`src/rtl/tmrx_err_pkg.sv`:
```
// Shared types and default constants for the TMR error monitor.
package tmrx_err_pkg;

    localparam int unsigned CNT_W_DEF  = 8;
    localparam int unsigned THRESH_DEF = 4;
    localparam int unsigned WINDOW_DEF = 16;

    // THRESH is at most 255 and WINDOW at most 65535
    localparam int unsigned HITS_W = 8;
    localparam int unsigned WIN_W  = 16;

    typedef enum logic [1:0] {
        IDLE    = 2'd0,
        WATCH   = 2'd1,
        REQ     = 2'd2,
        RELEASE = 2'd3
    } state_t;

endpackage

```
`src/rtl/tmrx_err_window.sv`:
```
// Observation-window down-counter: load starts a window, run counts it down,
// expire is high while the count sits at zero.
module tmrx_err_window
    import tmrx_err_pkg::*;
#(
    parameter int unsigned WINDOW = WINDOW_DEF
) (
    input  logic clk,
    input  logic rst,
    input  logic load,
    input  logic run,
    output logic expire_c
);

    logic [WIN_W-1:0] win;

    // Load takes priority over counting; the counter parks at zero
    always_ff @(posedge clk) begin
        if (rst) begin
            win <= '0;
        end else if (load) begin
            win <= WIN_W'(WINDOW - 1);
        end else if (run && (win != '0)) begin
            win <= win - WIN_W'(1);
        end
    end

    assign expire_c = (win == '0);

endmodule

```
`src/rtl/tmrx_err_monitor.sv`:
```
// TMR voter error monitor: counts error events, keeps a sticky flag and
// raises a four-phase scrub request when THRESH events land in one window.
// Optional macro TMRX_ERR_EDGE_EN: count only 0->1 transitions of err_in.
module tmrx_err_monitor
    import tmrx_err_pkg::*;
#(
    parameter int unsigned CNT_W  = CNT_W_DEF,
    parameter int unsigned THRESH = THRESH_DEF,
    parameter int unsigned WINDOW = WINDOW_DEF
) (
    input  logic             clk,
    input  logic             rst,
    input  logic             err_in,
    input  logic             clr,
    input  logic             scrub_ack,
    output logic             scrub_req,
    output logic [CNT_W-1:0] err_cnt,
    output logic             sticky
);

    localparam logic [HITS_W:0]  THRESH_V = (HITS_W + 1)'(THRESH);
    localparam logic [CNT_W-1:0] CNT_MAX  = '1;

    state_t            state, state_nxt;
    logic [HITS_W-1:0] hits, hits_nxt;
    logic              err_event;
    logic              win_load, win_run, win_expire;
    logic [HITS_W:0]   hits_inc;
    logic              thresh_hit;

`ifdef TMRX_ERR_EDGE_EN
    logic err_prev;

    // Previous err_in sample for rising-edge detection
    always_ff @(posedge clk) begin
        if (rst) begin
            err_prev <= 1'b0;
        end else begin
            err_prev <= err_in;
        end
    end

    assign err_event = err_in & ~err_prev;
`else
    assign err_event = err_in;
`endif

    tmrx_err_window #(
        .WINDOW (WINDOW)
    ) u_window (
        .clk      (clk),
        .rst      (rst),
        .load     (win_load),
        .run      (win_run),
        .expire_c (win_expire)
    );

    assign hits_inc   = {1'b0, hits} + (HITS_W + 1)'(1);
    assign thresh_hit = err_event && (hits_inc >= THRESH_V);

    // FSM and hit-count registers; scrub_req follows the next state
    always_ff @(posedge clk) begin
        if (rst) begin
            state     <= IDLE;
            hits      <= '0;
            scrub_req <= 1'b0;
        end else begin
            state     <= state_nxt;
            hits      <= hits_nxt;
            scrub_req <= (state_nxt == REQ);
        end
    end

    // Next-state, hit counting and window control
    always_comb begin
        state_nxt = state;
        hits_nxt  = hits;
        win_load  = 1'b0;
        win_run   = 1'b0;
        case (state)
            IDLE: begin
                if (err_event) begin
                    hits_nxt  = HITS_W'(1);
                    win_load  = 1'b1;
                    state_nxt = (THRESH <= 1) ? REQ : WATCH;
                end
            end
            WATCH: begin
                win_run = 1'b1;
                if (err_event) begin
                    hits_nxt = hits_inc[HITS_W-1:0];
                end
                // A threshold hit in the expiry cycle wins over the expiry
                if (thresh_hit) begin
                    state_nxt = REQ;
                end else if (win_expire) begin
                    state_nxt = IDLE;
                    hits_nxt  = '0;
                end
            end
            REQ: begin
                if (scrub_ack) begin
                    state_nxt = RELEASE;
                end
            end
            RELEASE: begin
                if (!scrub_ack) begin
                    state_nxt = IDLE;
                    hits_nxt  = '0;
                end
            end
            default: begin
                state_nxt = IDLE;
                hits_nxt  = '0;
            end
        endcase
    end

    // Lifetime counter and sticky flag; an event beats a coincident clear
    always_ff @(posedge clk) begin
        if (rst) begin
            err_cnt <= '0;
            sticky  <= 1'b0;
        end else if (err_event) begin
            sticky <= 1'b1;
            if (clr) begin
                err_cnt <= CNT_W'(1);
            end else if (err_cnt != CNT_MAX) begin
                err_cnt <= err_cnt + CNT_W'(1);
            end
        end else if (clr) begin
            err_cnt <= '0;
            sticky  <= 1'b0;
        end
    end

endmodule

```
`config.mk`:
```
export PLATFORM = sky130hd
export DESIGN_NAME = tmrx_err_monitor
export DESIGN_NICKNAME = d
export VERILOG_FILES = /design/src/rtl/tmrx_err_pkg.sv /design/src/rtl/tmrx_err_window.sv /design/src/rtl/tmrx_err_monitor.sv
export SDC_FILE = /design/constraint.sdc
export NUM_CORES = 1
export LEC_CHECK = 0
export CORE_ASPECT_RATIO = 0.6
export CORE_UTILIZATION = 25
export CTS_CLUSTER_SIZE = 10
export DETAILED_ROUTE_END_ITERATION = 7
export PLACE_DENSITY = 0.43
export SKIP_LAST_GASP = 1
export SLEW_MARGIN = 20
export SYNTH_ARGS = -nofsm -noshare
export SYNTH_HDL_FRONTEND = slang
export SYNTH_SLANG_ARGS = --single-unit
```
`constraint.sdc`:
```
create_clock -name clk -period 3.5 [get_ports clk]
set_input_delay 0.525 -clock clk [delete_from_list [all_inputs] [get_ports clk]]
set_output_delay 0.525 -clock clk [all_outputs]
set_load 0.005 [all_outputs]
```
==> results.json <==
{
  "outcome": "complete, no violations",
  "wl_per_cell_um": 12.43,
  "setup_slack_ns": 1.052,
  "grt.total_usage_pct": 11.88,
  "holdPathEnd": "u_window.win[5]",
  "async_reset_ff_share_pct": 0,
  "drtIter0Drc": 59,
  "start_util_pct": 25.84,
  "grt_pass1_vias": 1417,
  "leakagePower_nw": 0.8225,
  "num_io_pins": 15,
  "crit_cells": 7,
  "synth_edf_count": 0,
  "cts_resized": 0,
  "overflow": 0,
  "htreeDepth": 2,
  "netlist_instances": 230,
  "crit_type": "reg2reg",
  "hp-start": "u_window.win[5]",
  "postSynthRegisterBits": 36,
  "drc_errors": 0,
  "seqCellArea_um2": 720.7,
  "synthTopCellsByArea": "dfxtp_1, nor2_1, xor2_1, nand2_1, a21oi_1",
  "grt_pass1_wl_um": 7265,
  "ys.flop_type": "dfxtp_1",
  "crit_slowest_cell": "or4b_2",
  "hold_viol": 0,
  "ir_drop_mv": 0.1670,
  "cp-start-kind": "flop",
  "cp.buffers_inverters": 1,
  "grt_max_degree": 20,
  "post_cts_buffers": 0,
  "drive_above_1_share_pct": 4.545,
  "arrival_ns": 2.65,
  "num_antenna_cells": 0,
  "multi_input_area_um2": 1067,
  "relSlewSlack_pct": 48.27,
  "tightest_slew_ns": 0.7731,
  "cts_tree": "yes",
  "fp.dieW_um": 113.9,
  "cts_buffers": 5,
  "dr.pass1.iters": 4,
  "final_common_cell": "dfxtp_1",
  "clkSinkCount": 36,
  "max_cap_viol_count": 0,
  "synth_fp_nets": 239,
  "critical-path-max-stage-delay_ns": 0.58,
  "required_ns": 3.70,
  "pre_cts_ws_ns": 1.061,
  "hold_buffers": 0,
  "fin_setup_tns_ns": 0,
  "rsz0062_at_grt": "no",
  "avgViaCountPerCell": 4.569,
  "crit_chain": "inv_1 -> ha_1 -> or4b_2 -> or4_4 -> nand2_1 -> mux2_2 -> a21oi_1",
  "gp_congestion": 0.7494,
  "ys_warn_count": 0,
  "place.port_buffers": 14,
  "nNetsFinal": 251,
  "report.final.slew_viol_count": 0,
  "total_power_mw": 1.044,
  "rows": 24,
  "dieArea_um2": 7874,
  "clock.fmax_mhz": 408.5,
  "seq_area_frac_synth_pct": 38.37,
  "finClkSkew_ns": 0.002864,
  "holdPathStages": 2,
  "endpoint_kind": "flop",
  "r2r_start": "u_window.win[0]",
  "syn_area_per_cell_um2": 8.165,
  "cts_buffer_depth": 2,
  "hpwl_um": 3057,
  "path_max_fanout": 19,
  "final_cell_mix": "dfxtp_1, nor2_1, nand2_1",
  "r2r_end": "u_window.win[1]",
  "clk_latency_ns": 0.28,
  "fin_crit_sh_pct": 69.95,
  "yosys.cell_types.count": 43,
  "finalSetupViolCount": 0,
  "fillers": 801,
  "syn-cell-area_um2": 1878,
  "dieHeight_um": 69.14,
  "power.density_nw_per_um2": 467.5,
  "core_um2": 7267,
  "antenna_found_initial": 0,
  "ctsRootBufferMaster": "clkbuf_16",
  "ant_nets": 0,
  "drt-total-wl_um": 4302,
  "worstRegToRegCells": 7,
  "hold_path_class": "reg2reg",
  "path_clk_slew_ns": 0.05,
  "synth_top_cell_by_area": "dfxtp_1",
  "via_count": 1581,
  "synthDominantCellAreaShare_pct": 38.37,
  "fin_crit_ns": 2.448,
  "area_growth_pct": 18.92,
  "reg2reg_slack_ns": 1.05,
  "critical-path-top-delay-family": "simple AND/OR/NAND/NOR gates"
}
synth_stat cells (all sizes together), types with 2 or more instances:
| cell type | instances |
|---|---|
| a21o | 4 |
| a21oi | 13 |
| a311oi | 2 |
| a31oi | 3 |
| and2 | 5 |
| and3 | 3 |
| buf | 2 |
| clkbuf | 8 |
| dfxtp | 36 |
| ha | 4 |
| inv | 9 |
| nand2 | 23 |
| nand2b | 3 |
| nand3 | 10 |
| nand3b | 3 |
| nand4 | 5 |
| nand4b | 5 |
| nor2 | 35 |
| nor3 | 5 |
| o211ai | 2 |
| o21ai | 7 |
| o31ai | 4 |
| or4 | 4 |
| xnor2 | 6 |
| xor2 | 14 |
worst max-delay path by stage:
stage	from	endpoint	slack, ns
finish	u_window.win[0]	u_window.win[1]	1.05
global route	u_window.win[0]	u_window.win[1]	0.96
CTS	u_window.win[0]	u_window.win[1]	1.05
detailed placement	u_window.win[0]	u_window.win[1]	1.06
global placement	u_window.win[0]	u_window.win[1]	1.08
floorplan	u_window.win[0]	u_window.win[1]	1.20
state kept, by name (all words and copies together) (netlist names):
signal and count:
u_window.win 16, err_cnt 8, hits 8, state 2, scrub_req 1, sticky 1
power breakdown:
part	internal, mW	switching [mW]	leakage (nW)
clock network	0.259	0.167	0.0667
logic	0.0675	0.0980	0.463
registers	0.430	0.0227	0.293
cells by family (layout without fill, tap and decap cells):
logic type | after synthesis | after routing | share of synthesized area, %
AND/OR/NAND/NOR | 105 | 105 | 28.11
AO/OA/AOI/OAI | 44 | 44 | 15.59
flip-flops | 36 | 36 | 38.37
XOR/XNOR | 20 | 20 | 9.327
buffers and inverters | 19 | 31 | 4.796
adder cells (fa/ha/maj) | 4 | 4 | 2.665
multiplexers | 2 | 2 | 1.133
through the flow:
stage | instance area (um^2) | utilization, % | hold WS (ns) | cells
5_1_grt | 2233 | 30.73 | 0.4987 | 346
6_report | 2233 | 30.73 | 0.4694 | 346
3_5_place_dp | 2100 | 28.89 | 0.4590 | 339
2_1_floorplan | 1878 | - | 0.4414 | 230
4_1_cts | 2233 | 30.73 | 0.4680 | 346
3_3_place_gp | 2100 | 28.89 | 0.4495 | 339
routing by layer:
metal / vias up / wire length [um] / track usage (%)
met4: 0 / 55 / 4.329
met2: 30 / 1419 / 13.28
li1: 829 / - / -
met3: 5 / 152 / 3.694
met5: - / 0 / 0
met1: 717 / 2675 / 19.62
layout make-up:
| class | instances | share of cell area (%) |
|---|---|---|
| Tap cell | 104 | 5.826 |
| Clock buffer | 6 | 5.770 |
| Multi-Input combinational cell | 175 | 47.79 |
| Inverter | 9 | 1.513 |
| Clock inverter | 1 | 0.2241 |
| Timing Repair Buffer | 15 | 6.611 |
| Sequential cell | 36 | 32.27 |
worst register-to-register path, stage by stage, from the launching register on:
cell and delay, ns:
dfxtp_1 0.31, inv_1 0.08, ha_1 0.19, or4b_2 0.58
or4_4 0.56, nand2_1 0.18, mux2_2 0.34, a21oi_1 0.13
Power figures use the tool's default switching activity.
